===== src/rtl/second_cache_trace_pkg.sv =====
// Shared widths, constants and state encoding for the second cache stage of the fetch pipe.
package second_cache_trace_pkg;
    localparam int INST_NUM    = 4;
    localparam int SINGLE_WORD = 32;
    localparam int EXCCODE     = 5;
    localparam int GROUP_W     = INST_NUM * SINGLE_WORD;

    localparam logic [EXCCODE-1:0]     NOEXCCODE = 5'h1f;
    localparam logic [SINGLE_WORD-1:0] ZEROWORD  = '0;

    typedef enum logic [1:0] {
        S_IDLE  = 2'd0,
        S_WAIT  = 2'd1,
        S_HOLD  = 2'd2,
        S_DRAIN = 2'd3
    } sct_state_e;
endpackage


===== src/rtl/second_cache_trace_if.sv =====
// Fetch-stage request, cache return and instruction-queue handshake for second_cache_trace.
interface second_cache_trace_if;
    import second_cache_trace_pkg::*;

    logic                   FCT_valid_i;
    logic [SINGLE_WORD-1:0] FCT_VAddr_i;
    logic [INST_NUM-1:0]    FCT_originEnable_i;
    logic [INST_NUM-1:0]    FCT_BTBInstEnable_i;
    logic [GROUP_W-1:0]     FCT_predDest_p_i;
    logic                   FCT_BTBValidTake_i;
    logic [SINGLE_WORD-1:0] FCT_BTBValidDest_i;
    logic                   FCT_hasException_i;
    logic [EXCCODE-1:0]     FCT_ExcCode_i;
    logic                   FCT_isCanceled_i;
    logic                   BSC_needCancel_w_i;
    logic                   CP0_excOccur_w_i;
    logic                   inst_data_ok;
    logic [GROUP_W-1:0]     inst_rdata;
    logic                   IQ_allowin_i;

    logic                   SCT_allowin_w_o;
    logic                   SCT_valid_o;
    logic [GROUP_W-1:0]     SCT_inst_o;
    logic [SINGLE_WORD-1:0] SCT_VAddr_o;
    logic [INST_NUM-1:0]    SCT_instEnable_o;
    logic [GROUP_W-1:0]     SCT_predDest_p_o;
    logic                   SCT_BTBValidTake_o;
    logic [SINGLE_WORD-1:0] SCT_BTBValidDest_o;
    logic                   SCT_hasException_o;
    logic [EXCCODE-1:0]     SCT_ExcCode_o;

    modport slave (
        input  FCT_valid_i, FCT_VAddr_i, FCT_originEnable_i, FCT_BTBInstEnable_i,
               FCT_predDest_p_i, FCT_BTBValidTake_i, FCT_BTBValidDest_i,
               FCT_hasException_i, FCT_ExcCode_i, FCT_isCanceled_i,
               BSC_needCancel_w_i, CP0_excOccur_w_i, inst_data_ok, inst_rdata, IQ_allowin_i,
        output SCT_allowin_w_o, SCT_valid_o, SCT_inst_o, SCT_VAddr_o, SCT_instEnable_o,
               SCT_predDest_p_o, SCT_BTBValidTake_o, SCT_BTBValidDest_o,
               SCT_hasException_o, SCT_ExcCode_o
    );

    modport master (
        output FCT_valid_i, FCT_VAddr_i, FCT_originEnable_i, FCT_BTBInstEnable_i,
               FCT_predDest_p_i, FCT_BTBValidTake_i, FCT_BTBValidDest_i,
               FCT_hasException_i, FCT_ExcCode_i, FCT_isCanceled_i,
               BSC_needCancel_w_i, CP0_excOccur_w_i, inst_data_ok, inst_rdata, IQ_allowin_i,
        input  SCT_allowin_w_o, SCT_valid_o, SCT_inst_o, SCT_VAddr_o, SCT_instEnable_o,
               SCT_predDest_p_o, SCT_BTBValidTake_o, SCT_BTBValidDest_o,
               SCT_hasException_o, SCT_ExcCode_o
    );
endinterface


===== src/rtl/second_cache_trace.sv =====
// Second cache stage: waits for the instruction-cache return of an accepted fetch group,
// holds it until the instruction queue takes it, and drops data belonging to killed requests.
module second_cache_trace
    import second_cache_trace_pkg::*;
(
    input  logic                 clk,
    input  logic                 rst,
    second_cache_trace_if.slave  bus
);
    sct_state_e state, next_state, accept_state;
    logic flush, allowin, accept, kill;

    logic [GROUP_W-1:0]     inst_q;
    logic [SINGLE_WORD-1:0] vaddr_q;
    logic [INST_NUM-1:0]    enable_q;
    logic [GROUP_W-1:0]     pred_q;
    logic                   take_q;
    logic [SINGLE_WORD-1:0] dest_q;
    logic                   exc_q;
    logic [EXCCODE-1:0]     code_q;

    always_ff @(posedge clk or negedge rst) begin
        if (!rst) state <= S_IDLE;
        else      state <= next_state;
    end

    always_comb begin
        flush   = bus.BSC_needCancel_w_i | bus.CP0_excOccur_w_i;
        allowin = (state == S_IDLE) | ((state == S_HOLD) & bus.IQ_allowin_i);
        accept  = bus.FCT_valid_i & allowin;
        kill    = bus.FCT_isCanceled_i | flush;
        // Exception groups carry no cache access, so a killed one has nothing left to drain.
        if (bus.FCT_hasException_i) accept_state = kill ? S_IDLE  : S_HOLD;
        else                        accept_state = kill ? S_DRAIN : S_WAIT;

        next_state = state;
        case (state)
            S_IDLE:  if (accept) next_state = accept_state;
            S_WAIT: begin
                if (bus.inst_data_ok) next_state = flush ? S_IDLE : S_HOLD;
                else if (flush)       next_state = S_DRAIN;
            end
            S_HOLD: begin
                // accept implies the queue is ready, so the held group leaves on this edge too.
                if (accept)                         next_state = accept_state;
                else if (flush | bus.IQ_allowin_i)  next_state = S_IDLE;
            end
            S_DRAIN: if (bus.inst_data_ok) next_state = S_IDLE;
            default: next_state = S_IDLE;
        endcase
    end

    always_ff @(posedge clk or negedge rst) begin
        if (!rst) begin
            inst_q   <= '0;
            vaddr_q  <= ZEROWORD;
            enable_q <= '0;
            pred_q   <= '0;
            take_q   <= 1'b0;
            dest_q   <= ZEROWORD;
            exc_q    <= 1'b0;
            code_q   <= NOEXCCODE;
        end else if (accept) begin
            inst_q   <= '0;
            vaddr_q  <= bus.FCT_VAddr_i;
            enable_q <= bus.FCT_hasException_i ? 4'b0001
                                               : (bus.FCT_originEnable_i & bus.FCT_BTBInstEnable_i);
            pred_q   <= bus.FCT_predDest_p_i;
            take_q   <= bus.FCT_BTBValidTake_i;
            dest_q   <= bus.FCT_BTBValidDest_i;
            exc_q    <= bus.FCT_hasException_i;
            code_q   <= bus.FCT_ExcCode_i;
        end else if ((state == S_WAIT) && bus.inst_data_ok && !flush) begin
            inst_q   <= bus.inst_rdata;
        end
    end

    assign bus.SCT_allowin_w_o    = allowin;
    assign bus.SCT_valid_o        = (state == S_HOLD) & ~flush;
    assign bus.SCT_inst_o         = inst_q;
    assign bus.SCT_VAddr_o        = vaddr_q;
    assign bus.SCT_instEnable_o   = enable_q;
    assign bus.SCT_predDest_p_o   = pred_q;
    assign bus.SCT_BTBValidTake_o = take_q;
    assign bus.SCT_BTBValidDest_o = dest_q;
    assign bus.SCT_hasException_o = exc_q;
    assign bus.SCT_ExcCode_o      = code_q;
endmodule

===== src/flat_wrapper.sv =====
// flat-port wrapper written by rule: the top's interface ports become plain ports
module second_cache_trace_flat import second_cache_trace_pkg::*;
  (clk, rst, bus_FCT_valid_i, bus_FCT_VAddr_i, bus_FCT_originEnable_i, bus_FCT_BTBInstEnable_i, bus_FCT_predDest_p_i, bus_FCT_BTBValidTake_i, bus_FCT_BTBValidDest_i, bus_FCT_hasException_i, bus_FCT_ExcCode_i, bus_FCT_isCanceled_i, bus_BSC_needCancel_w_i, bus_CP0_excOccur_w_i, bus_inst_data_ok, bus_inst_rdata, bus_IQ_allowin_i, bus_SCT_allowin_w_o, bus_SCT_valid_o, bus_SCT_inst_o, bus_SCT_VAddr_o, bus_SCT_instEnable_o, bus_SCT_predDest_p_o, bus_SCT_BTBValidTake_o, bus_SCT_BTBValidDest_o, bus_SCT_hasException_o, bus_SCT_ExcCode_o);
  second_cache_trace_if bus_i ();
  input  logic clk;
  input  logic rst;
  input wire logic [$bits(bus_i.FCT_valid_i)-1:0] bus_FCT_valid_i;
  input wire logic [$bits(bus_i.FCT_VAddr_i)-1:0] bus_FCT_VAddr_i;
  input wire logic [$bits(bus_i.FCT_originEnable_i)-1:0] bus_FCT_originEnable_i;
  input wire logic [$bits(bus_i.FCT_BTBInstEnable_i)-1:0] bus_FCT_BTBInstEnable_i;
  input wire logic [$bits(bus_i.FCT_predDest_p_i)-1:0] bus_FCT_predDest_p_i;
  input wire logic [$bits(bus_i.FCT_BTBValidTake_i)-1:0] bus_FCT_BTBValidTake_i;
  input wire logic [$bits(bus_i.FCT_BTBValidDest_i)-1:0] bus_FCT_BTBValidDest_i;
  input wire logic [$bits(bus_i.FCT_hasException_i)-1:0] bus_FCT_hasException_i;
  input wire logic [$bits(bus_i.FCT_ExcCode_i)-1:0] bus_FCT_ExcCode_i;
  input wire logic [$bits(bus_i.FCT_isCanceled_i)-1:0] bus_FCT_isCanceled_i;
  input wire logic [$bits(bus_i.BSC_needCancel_w_i)-1:0] bus_BSC_needCancel_w_i;
  input wire logic [$bits(bus_i.CP0_excOccur_w_i)-1:0] bus_CP0_excOccur_w_i;
  input wire logic [$bits(bus_i.inst_data_ok)-1:0] bus_inst_data_ok;
  input wire logic [$bits(bus_i.inst_rdata)-1:0] bus_inst_rdata;
  input wire logic [$bits(bus_i.IQ_allowin_i)-1:0] bus_IQ_allowin_i;
  output wire logic [$bits(bus_i.SCT_allowin_w_o)-1:0] bus_SCT_allowin_w_o;
  output wire logic [$bits(bus_i.SCT_valid_o)-1:0] bus_SCT_valid_o;
  output wire logic [$bits(bus_i.SCT_inst_o)-1:0] bus_SCT_inst_o;
  output wire logic [$bits(bus_i.SCT_VAddr_o)-1:0] bus_SCT_VAddr_o;
  output wire logic [$bits(bus_i.SCT_instEnable_o)-1:0] bus_SCT_instEnable_o;
  output wire logic [$bits(bus_i.SCT_predDest_p_o)-1:0] bus_SCT_predDest_p_o;
  output wire logic [$bits(bus_i.SCT_BTBValidTake_o)-1:0] bus_SCT_BTBValidTake_o;
  output wire logic [$bits(bus_i.SCT_BTBValidDest_o)-1:0] bus_SCT_BTBValidDest_o;
  output wire logic [$bits(bus_i.SCT_hasException_o)-1:0] bus_SCT_hasException_o;
  output wire logic [$bits(bus_i.SCT_ExcCode_o)-1:0] bus_SCT_ExcCode_o;
  assign bus_i.FCT_valid_i = bus_FCT_valid_i;
  assign bus_i.FCT_VAddr_i = bus_FCT_VAddr_i;
  assign bus_i.FCT_originEnable_i = bus_FCT_originEnable_i;
  assign bus_i.FCT_BTBInstEnable_i = bus_FCT_BTBInstEnable_i;
  assign bus_i.FCT_predDest_p_i = bus_FCT_predDest_p_i;
  assign bus_i.FCT_BTBValidTake_i = bus_FCT_BTBValidTake_i;
  assign bus_i.FCT_BTBValidDest_i = bus_FCT_BTBValidDest_i;
  assign bus_i.FCT_hasException_i = bus_FCT_hasException_i;
  assign bus_i.FCT_ExcCode_i = bus_FCT_ExcCode_i;
  assign bus_i.FCT_isCanceled_i = bus_FCT_isCanceled_i;
  assign bus_i.BSC_needCancel_w_i = bus_BSC_needCancel_w_i;
  assign bus_i.CP0_excOccur_w_i = bus_CP0_excOccur_w_i;
  assign bus_i.inst_data_ok = bus_inst_data_ok;
  assign bus_i.inst_rdata = bus_inst_rdata;
  assign bus_i.IQ_allowin_i = bus_IQ_allowin_i;
  assign bus_SCT_allowin_w_o = bus_i.SCT_allowin_w_o;
  assign bus_SCT_valid_o = bus_i.SCT_valid_o;
  assign bus_SCT_inst_o = bus_i.SCT_inst_o;
  assign bus_SCT_VAddr_o = bus_i.SCT_VAddr_o;
  assign bus_SCT_instEnable_o = bus_i.SCT_instEnable_o;
  assign bus_SCT_predDest_p_o = bus_i.SCT_predDest_p_o;
  assign bus_SCT_BTBValidTake_o = bus_i.SCT_BTBValidTake_o;
  assign bus_SCT_BTBValidDest_o = bus_i.SCT_BTBValidDest_o;
  assign bus_SCT_hasException_o = bus_i.SCT_hasException_o;
  assign bus_SCT_ExcCode_o = bus_i.SCT_ExcCode_o;
  second_cache_trace u_core (.clk(clk), .rst(rst), .bus(bus_i));
endmodule

===== config.mk =====
export PLATFORM = sky130hd
export DESIGN_NAME = second_cache_trace_flat
export DESIGN_NICKNAME = d
export VERILOG_FILES = /design/src/rtl/second_cache_trace_pkg.sv /design/src/rtl/second_cache_trace_if.sv /design/src/rtl/second_cache_trace.sv /design/src/flat_wrapper.sv
export SDC_FILE = /design/constraint.sdc
export NUM_CORES = 1
export LEC_CHECK = 0
export CAP_MARGIN = 20
export CELL_PAD_IN_SITES_DETAIL_PLACEMENT = 2
export CELL_PAD_IN_SITES_GLOBAL_PLACEMENT = 2
export CORE_ASPECT_RATIO = 0.5
export CORE_UTILIZATION = 23
export DETAILED_ROUTE_END_ITERATION = 10
export MAX_ROUTING_LAYER = met4
export PLACE_DENSITY_LB_ADDON = 0.2
export SYNTH_ARGS = -nofsm -noshare
export SYNTH_HDL_FRONTEND = slang
export SYNTH_SLANG_ARGS = --single-unit

===== constraint.sdc =====
create_clock -name clk -period 1.7 [get_ports clk]
set_clock_uncertainty 0.1 [all_clocks]
set_input_delay 0.34 -clock clk [delete_from_list [all_inputs] [get_ports clk]]
set_output_delay 0.34 -clock clk [all_outputs]
set_load 0.02 [all_outputs]

==> impl_metrics.toml, run 1 <==
[yosys]
synth.area.mux_share_pct = 27.8
synth_top_family_by_area = "multiplexers"
yosys.area_share.xor_xnor_pct = 0.0623
synth_seq_area_share_pct = 59.3
synth_adder_area_share_pct = 0
synth_seq_cells = 333
synth.distinct_cells = 31
ys_warn_count = 0
mappedNetlistArea_mm2 = 0.0141
avgSynthCellArea_um2 = 13.9
synth_simple_gate_area_share_pct = 0.677
synth.top_cell.area_share_pct = 58.4
synthesized_nets = 1356
post-synth-top-area-cell = "dfrtp_1"
synth-compound-area-share_pct = 5.17
synthCells = 1013
synth_area_leaders = "dfrtp_1 (58%), mux2_4 (11%), mux2i_1 (9.1%)"

[setup_path]
reg2reg_from = "u_core.state[0]"
worstSetupStartpointType = "register"
critical_path.startpoint = "u_core.state[0]"
critPathKind = "register to register"
cp_data_required_time_ns = 2.02
end_kind = "register"
path_max_fanout = 9
arrival_ns = 2.25

[floorplanning]
floorplan.initialDensity_pct = 23.5
die_y_um = 177
core_region_area_mm2 = 0.0598
fp.dieW_um = 352
num_io_pins = 676
floorplan.rows = 63
die_ar_mm2 = 0.0622

[timing]
timing.final.crit_share_pct = 113
worst_slack_ns = -0.224
post-route-min-period_ns = 1.92
fin_worst_hold_slack_ns = 0.206
max_slew.worst_pin.slew_ns = 0.575
finalSetupViolations = 230
clock.fmax_mhz = 520
final-max-slew-violation-count = 0
grt_setup_unrepaired = "yes"
maxSlewHeadroom_pct = 61.6
hold_violations = 0

[place]
port-buffer-count = 675
place.gp.congestion = 0.869
dp_hpwl_mm = 47.2

[global_route]
met1_use_gr_pct = 19.8
grt_pass1_vias = 12900
grtUsageMet3_pct = 3.15
global_route.overflow_total = 0
grt_start_max_net_pins = 70
globalRouteMet2Util_pct = 38.2
globalRoute.busiestLayer = "met2"
number_of_antenna_violations_at_the_first_check_in_global_routing = 11
global_route_wire_length_before_repair_mm = 87.8
grt_use_total_pct = 19.9

[clock_tree]
htree_levels = 2
clk_path_buf_depth = 3
cts.reportedPaths.clkPinSlew_ns = 0.06
cts_tree = "done"
cts.root.buffer_cell = "clkbuf_16"
clock_insertion_delay_worst_skew_ns = 0.53
cts_num_sinks = 333
tritoncts.num_buffers = 37

[pwr]
peakVddDrop_v = 0.000670
power_density_mw_per_mm2 = 1170
leakage_power_nw = 11.8
fin_total_pwr_mw = 27.9

[layout]
seq_area_mm2 = 0.00834
multiInputGateArea_mm2 = 0.00508
layout-area-overhead-vs-synth_pct = 70.0
most_common_cell_after_layout_fill_and_taps_aside = "clkdlybuf4s50_1"
finalNetCount = 2105
drive_gt1_share_pct = 39.1
fill_cells = 6012
most-common-layout-cells = "clkdlybuf4s50_1 (341), dfrtp_1 (327), clkdlybuf4s15_2 (171), mux2_4 (149), inv_1 (128)"

[route]
drt-initial-drc-count = 300
remaining_number_of_nets_flagged_by_the_antenna_check_after_routing = 0
detailedRoute.firstPassIterationCount = 4
dr_total_vias = 11000
vias_per_cell = 4.24
routed_wire_length_per_instance_um = 24.5
drt_drc_violations_left = 0
drt_wl_total_mm = 63.9

[run_status]
failed_checks = "setup timing"
outcome = "finished with violations"

[flow_run]
max_cap_viol_count = 0

[hold_path]
class_of_the_worst_hold_path = "input port to async pin"
-- worst max-delay path, stage by stage (launching register included) --
cell and delay (ns):
dfrtp_1 0.40, buf_4 0.14, nand2b_4 0.16, nor2_8 0.24
buf_12 0.23, buf_6 0.18, mux2_2 0.34
-- metal layers --
| layer | wire length (µm) | vias to the layer above |
|---|---|---|
| li1 | - | 4917 |
| met1 | 23000 | 5793 |
| met2 | 36600 | 217 |
| met3 | 1880 | 122 |
| met4 | 2450 | 0 |
| met5 | 0 | - |
-- synth_stat cells --
master,number
a21oi_1,1
buf_1,1
buf_12,10
buf_2,22
buf_4,1
buf_6,6
buf_8,1
clkbuf_1,26
dfrtp_1,328
dfstp_2,5
inv_1,128
mux2_1,2
mux2_2,96
mux2_4,101
mux2i_1,128
nand2_1,3
nand2b_1,1
nand3_1,1
nor2_1,2
nor2_8,1
nor2b_1,3
nor3_1,1
nor4_1,1
nor4b_1,1
o211ai_1,1
o21ai_0,135
o21bai_1,1
o311ai_0,1
o31ai_1,3
or2_1,1
xor2_1,1
-- final timing paths --
check / depth (start not counted) / endpoint / slack, ns
worst max-delay path: 6 / u_core.bus.SCT_BTBValidDest_o[17] / -0.22
worst min-delay path: 2 / u_core.bus.SCT_inst_o[14] / 0.21
worst max register to register: 6 / u_core.bus.SCT_BTBValidDest_o[17] / -0.22
worst min register to register: 1 / u_core.bus.SCT_predDest_p_o[124] / 0.40
max in group asynchronous: 4 / u_core.bus.SCT_predDest_p_o[1] / 0.59
min in group clk: 3 / u_core.bus.SCT_inst_o[101] / 0.23
-- per-stage QoR --
stage | setup WS (ns) | utilization, % | TNS, ns | std cells | cell area [µm²]
after floorplan | 0.00729 | - | 0 | 1013 | 14100
after global placement | -0.483 | 37.0 | -128.34 | 2499 | 22200
after detailed placement | -0.541 | 37.0 | -131.45 | 2499 | 22200
after CTS | -0.246 | 39.7 | -27.44 | 2572 | 23700
after global routing | -0.267 | 39.9 | -44.54 | 2605 | 23900
final | -0.224 | 39.9 | -31.64 | 2605 | 23900
-- flip-flops by register name (all words and copies together), names as in the netlist --
register and flops:
u_core.bus.SCT_BTBValidDest_o 32, u_core.bus.SCT_BTBValidTake_o 1, u_core.bus.SCT_ExcCode_o 5, u_core.bus.SCT_VAddr_o 32
u_core.bus.SCT_hasException_o 1, u_core.bus.SCT_instEnable_o 4, u_core.bus.SCT_inst_o 128, u_core.bus.SCT_predDest_p_o 128
u_core.state 2
-- cell type report --
cell class | instances | area share (%)
diodes | 11 | 0.115
clock buffers | 52 | 4.41
clock inverters | 7 | 0.372
inverters | 128 | 2.01
multi-input cells | 485 | 21.3
flip-flops and latches | 333 | 34.9
well taps | 812 | 4.25
repair buffers | 777 | 32.7
-- what timing repair did --
item	4_1_cts	5_1_grt
gates cloned	6	14
buffers inserted	7	11
pin swaps	1	2
gates resized for setup	1068	252
setup endpoints to repair	511	375
hold buffers	1	0
endpoints found under the hold margin	160	0
-- where the power goes --
part | switching (mW) | internal [mW] | total, mW
logic | 4.69 | 4.72 | 9.42
registers | 1.01 | 9.41 | 10.4
clock network | 3.45 | 4.61 | 8.06
-- logic make-up after synthesis --
kind of cell / count (synthesis)
xor gates and xnor gates: 1
buffers and inverters: 195
DFF: 333
muxes: 327
AOI/OAI and AO/OA: 142
and+or+nand+nor: 15
No activity file was read; power rests on OpenSTA's default activity.
==> inputs of run 2 (changes only) <==
- CORE_UTILIZATION: 23 -> 26
- clock period: 1.7 -> 2 ns (I/O delays scaled with it)
==> impl_metrics.toml, run 2 (same netlist as run 1, synthesis figures left out) <==
[floorplanning]
fp.dieW_um = 331
floorplan.initialDensity_pct = 26.7
core_region_area_mm2 = 0.0526
die_y_um = 166
floorplan.rows = 59
die_ar_mm2 = 0.0550
num_io_pins = 676

[pwr]
power.clock.fraction_pct = 32.0
switching_share_of_power_pct = 32.0
peakVddDrop_v = 0.000575
power.switching_mw = 7.45
power_density_mw_per_mm2 = 1010
leakage_power_nw = 12.0
fin_total_pwr_mw = 23.3
power_frac_comb_pct = 30.6
internal_power_mw = 15.8
power_share_of_the_sequential_group_pct = 37.4

[setup_path]
arrival_ns = 1.46
regToRegEndpoint = "u_core.bus.SCT_BTBValidDest_o[11]"
cp_data_required_time_ns = 1.50
crit_path_top_delay_cell = "dfrtp_1"
rr_worst_depth = 7
reg2reg_from = "u_core.state[1]"
critPathKind = "register to output pin"
path_max_fanout = 2
timing.critical_path.cells = "nor4b_2 > buf_4 > buf_6"
end_kind = "output pin"
critical_path.startpoint = "u_core.state[0]"
regToRegSetupSlack_ns = 0.06
highest_cell_delay_on_the_worst_timing_path_ns = 0.40
worstSetupStartpointType = "register"

[timing]
maxSlewHeadroom_pct = 56.0
clock.fmax_mhz = 511
grt_setup_unrepaired = "yes"
final-max-slew-violation-count = 0
finalSetupViolations = 0
hold_violations = 0
post-route-min-period_ns = 1.96
timing.final.crit_share_pct = 97.9
max_slew.worst_pin.slew_ns = 0.660

[run_status]
outcome = "finished, final reports clean"

[clock_tree]
clk_path_buf_depth = 3
cts.root.buffer_cell = "clkbuf_16"
clock_insertion_delay_worst_skew_ns = 0.53
cts_tree = "done"
tritoncts.num_buffers = 36
cts_num_sinks = 333
cts.reportedPaths.clkPinSlew_ns = 0.06
htree_levels = 2

[route]
remaining_number_of_nets_flagged_by_the_antenna_check_after_routing = 0
detailedRoute.firstPassIterationCount = 4
vias_per_cell = 4.40
dr_total_vias = 10900
drt_wl_total_mm = 59.5
routed_wire_length_per_instance_um = 24.1
drt-initial-drc-count = 282
drt_drc_violations_left = 0

[place]
placed_cells = 2384
place.gp.congestion = 0.941
port-buffer-count = 675
dp_hpwl_mm = 46.1

[hold_path]
hp-start = "bus_inst_rdata[108]"
class_of_the_worst_hold_path = "input port to register"
min_delay_path_depth = 3
worstHoldEndpoint = "u_core.bus.SCT_inst_o[108]"

[global_route]
global_route.overflow_total = 0
grt_start_max_net_pins = 61
grt_use_total_pct = 22.1
grt_pass1_vias = 12700
number_of_antenna_violations_at_the_first_check_in_global_routing = 18
globalRoute.busiestLayer = "met2"
globalRouteMet2Util_pct = 43.3
global_route_wire_length_before_repair_mm = 87.3
grtUsageMet3_pct = 3.64
met1_use_gr_pct = 21.4

[layout]
finalNetCount = 2065
finished_layout_cells = 2469
drive_gt1_share_pct = 19.2
multiInputGateArea_mm2 = 0.00477
most_common_cell_after_layout_fill_and_taps_aside = "clkdlybuf4s50_1"
fill_cells = 5331
seq_area_mm2 = 0.00834
layout-area-overhead-vs-synth_pct = 64.0
final_util_pct = 43.8
most-common-layout-cells = "clkdlybuf4s50_1 (341), dlygate4sd2_1 (328), dfrtp_1 (328), o21ai_0 (135)"

[flow_run]
max_cap_viol_count = 0
-- run 2: cell count changes in the layout (fill, tap and decap cells not counted), sizes merged --
cell           before  now
inv               129  130
clkbuf            113   47
clkdlybuf4s15     192    3
diode              11   18
clkinv              4   11
dlygate4sd2         0  328
buf               182   65
bufinv              2    6
-- run 2: power groups by stage --
| stage | logic (mW) | clock network, mW | registers, mW |
|---|---|---|---|
| 3_5_place_dp | 8.08 | 0 | 8.87 |
| 2_1_floorplan | 2.18 | 0 | 10.3 |
| 5_1_grt | 7.50 | 7.91 | 8.85 |
| 4_1_cts | 7.26 | 7.69 | 8.72 |
| 6_report | 7.14 | 7.45 | 8.70 |
| 3_3_place_gp | 7.90 | 0 | 8.77 |
-- run 2: worst max path at each step --
stage / to / depth (start not counted)
5_1_grt: bus_SCT_valid_o / 3
4_1_cts: bus_SCT_valid_o / 3
2_1_floorplan: bus_SCT_allowin_w_o / 5
3_5_place_dp: bus_SCT_valid_o / 4
3_3_place_gp: bus_SCT_valid_o / 4
6_report: bus_SCT_valid_o / 3
-- run 2: per-layer routing --
| metal | up-vias | wire length [µm] |
|---|---|---|
| met5 | - | 0 |
| met4 | 0 | 1920 |
| met3 | 98 | 2190 |
| met2 | 226 | 35200 |
| met1 | 5701 | 20200 |
| li1 | 4830 | - |
-- run 2: through the flow --
step	area (µm²)	setup slack, ns	setup TNS [ns]	hold slack, ns
finish	23000	0.0429	0	0.295
global route	23000	-0.0333	-0.0434	0.280
CTS	23000	-0.00200	-0.00200	0.258
detailed placement	22100	-0.386	-60.14	0.330
global placement	22100	-0.423	-47.72	0.322
floorplan	14100	0.282	0	0.00441
-- run 2: worst max-delay path: cells and delay by family (launching register included) --
kind	cells	cell delay [ns]
simple gates	1	0.26
flops	1	0.40
buf+inv	2	0.27
-- run 2: layout make-up --
class / instances / area share, %
timing repair buffer: 738 / 31.4
antenna: 18 / 0.195
inverter: 128 / 2.09
clock buffer: 47 / 4.49
clock inverter: 19 / 1.13
sequential: 333 / 36.2
multi-input combinational: 485 / 20.7
tap: 701 / 3.81
-- run 2: repair_timing --
item,CTS,global route
hold endpoints to repair,45,0
setup buffers,0,0
cloned,0,0
setup endpoints to repair,333,2
resized for setup,344,3
pin swaps,1,0
hold buffers,1,0
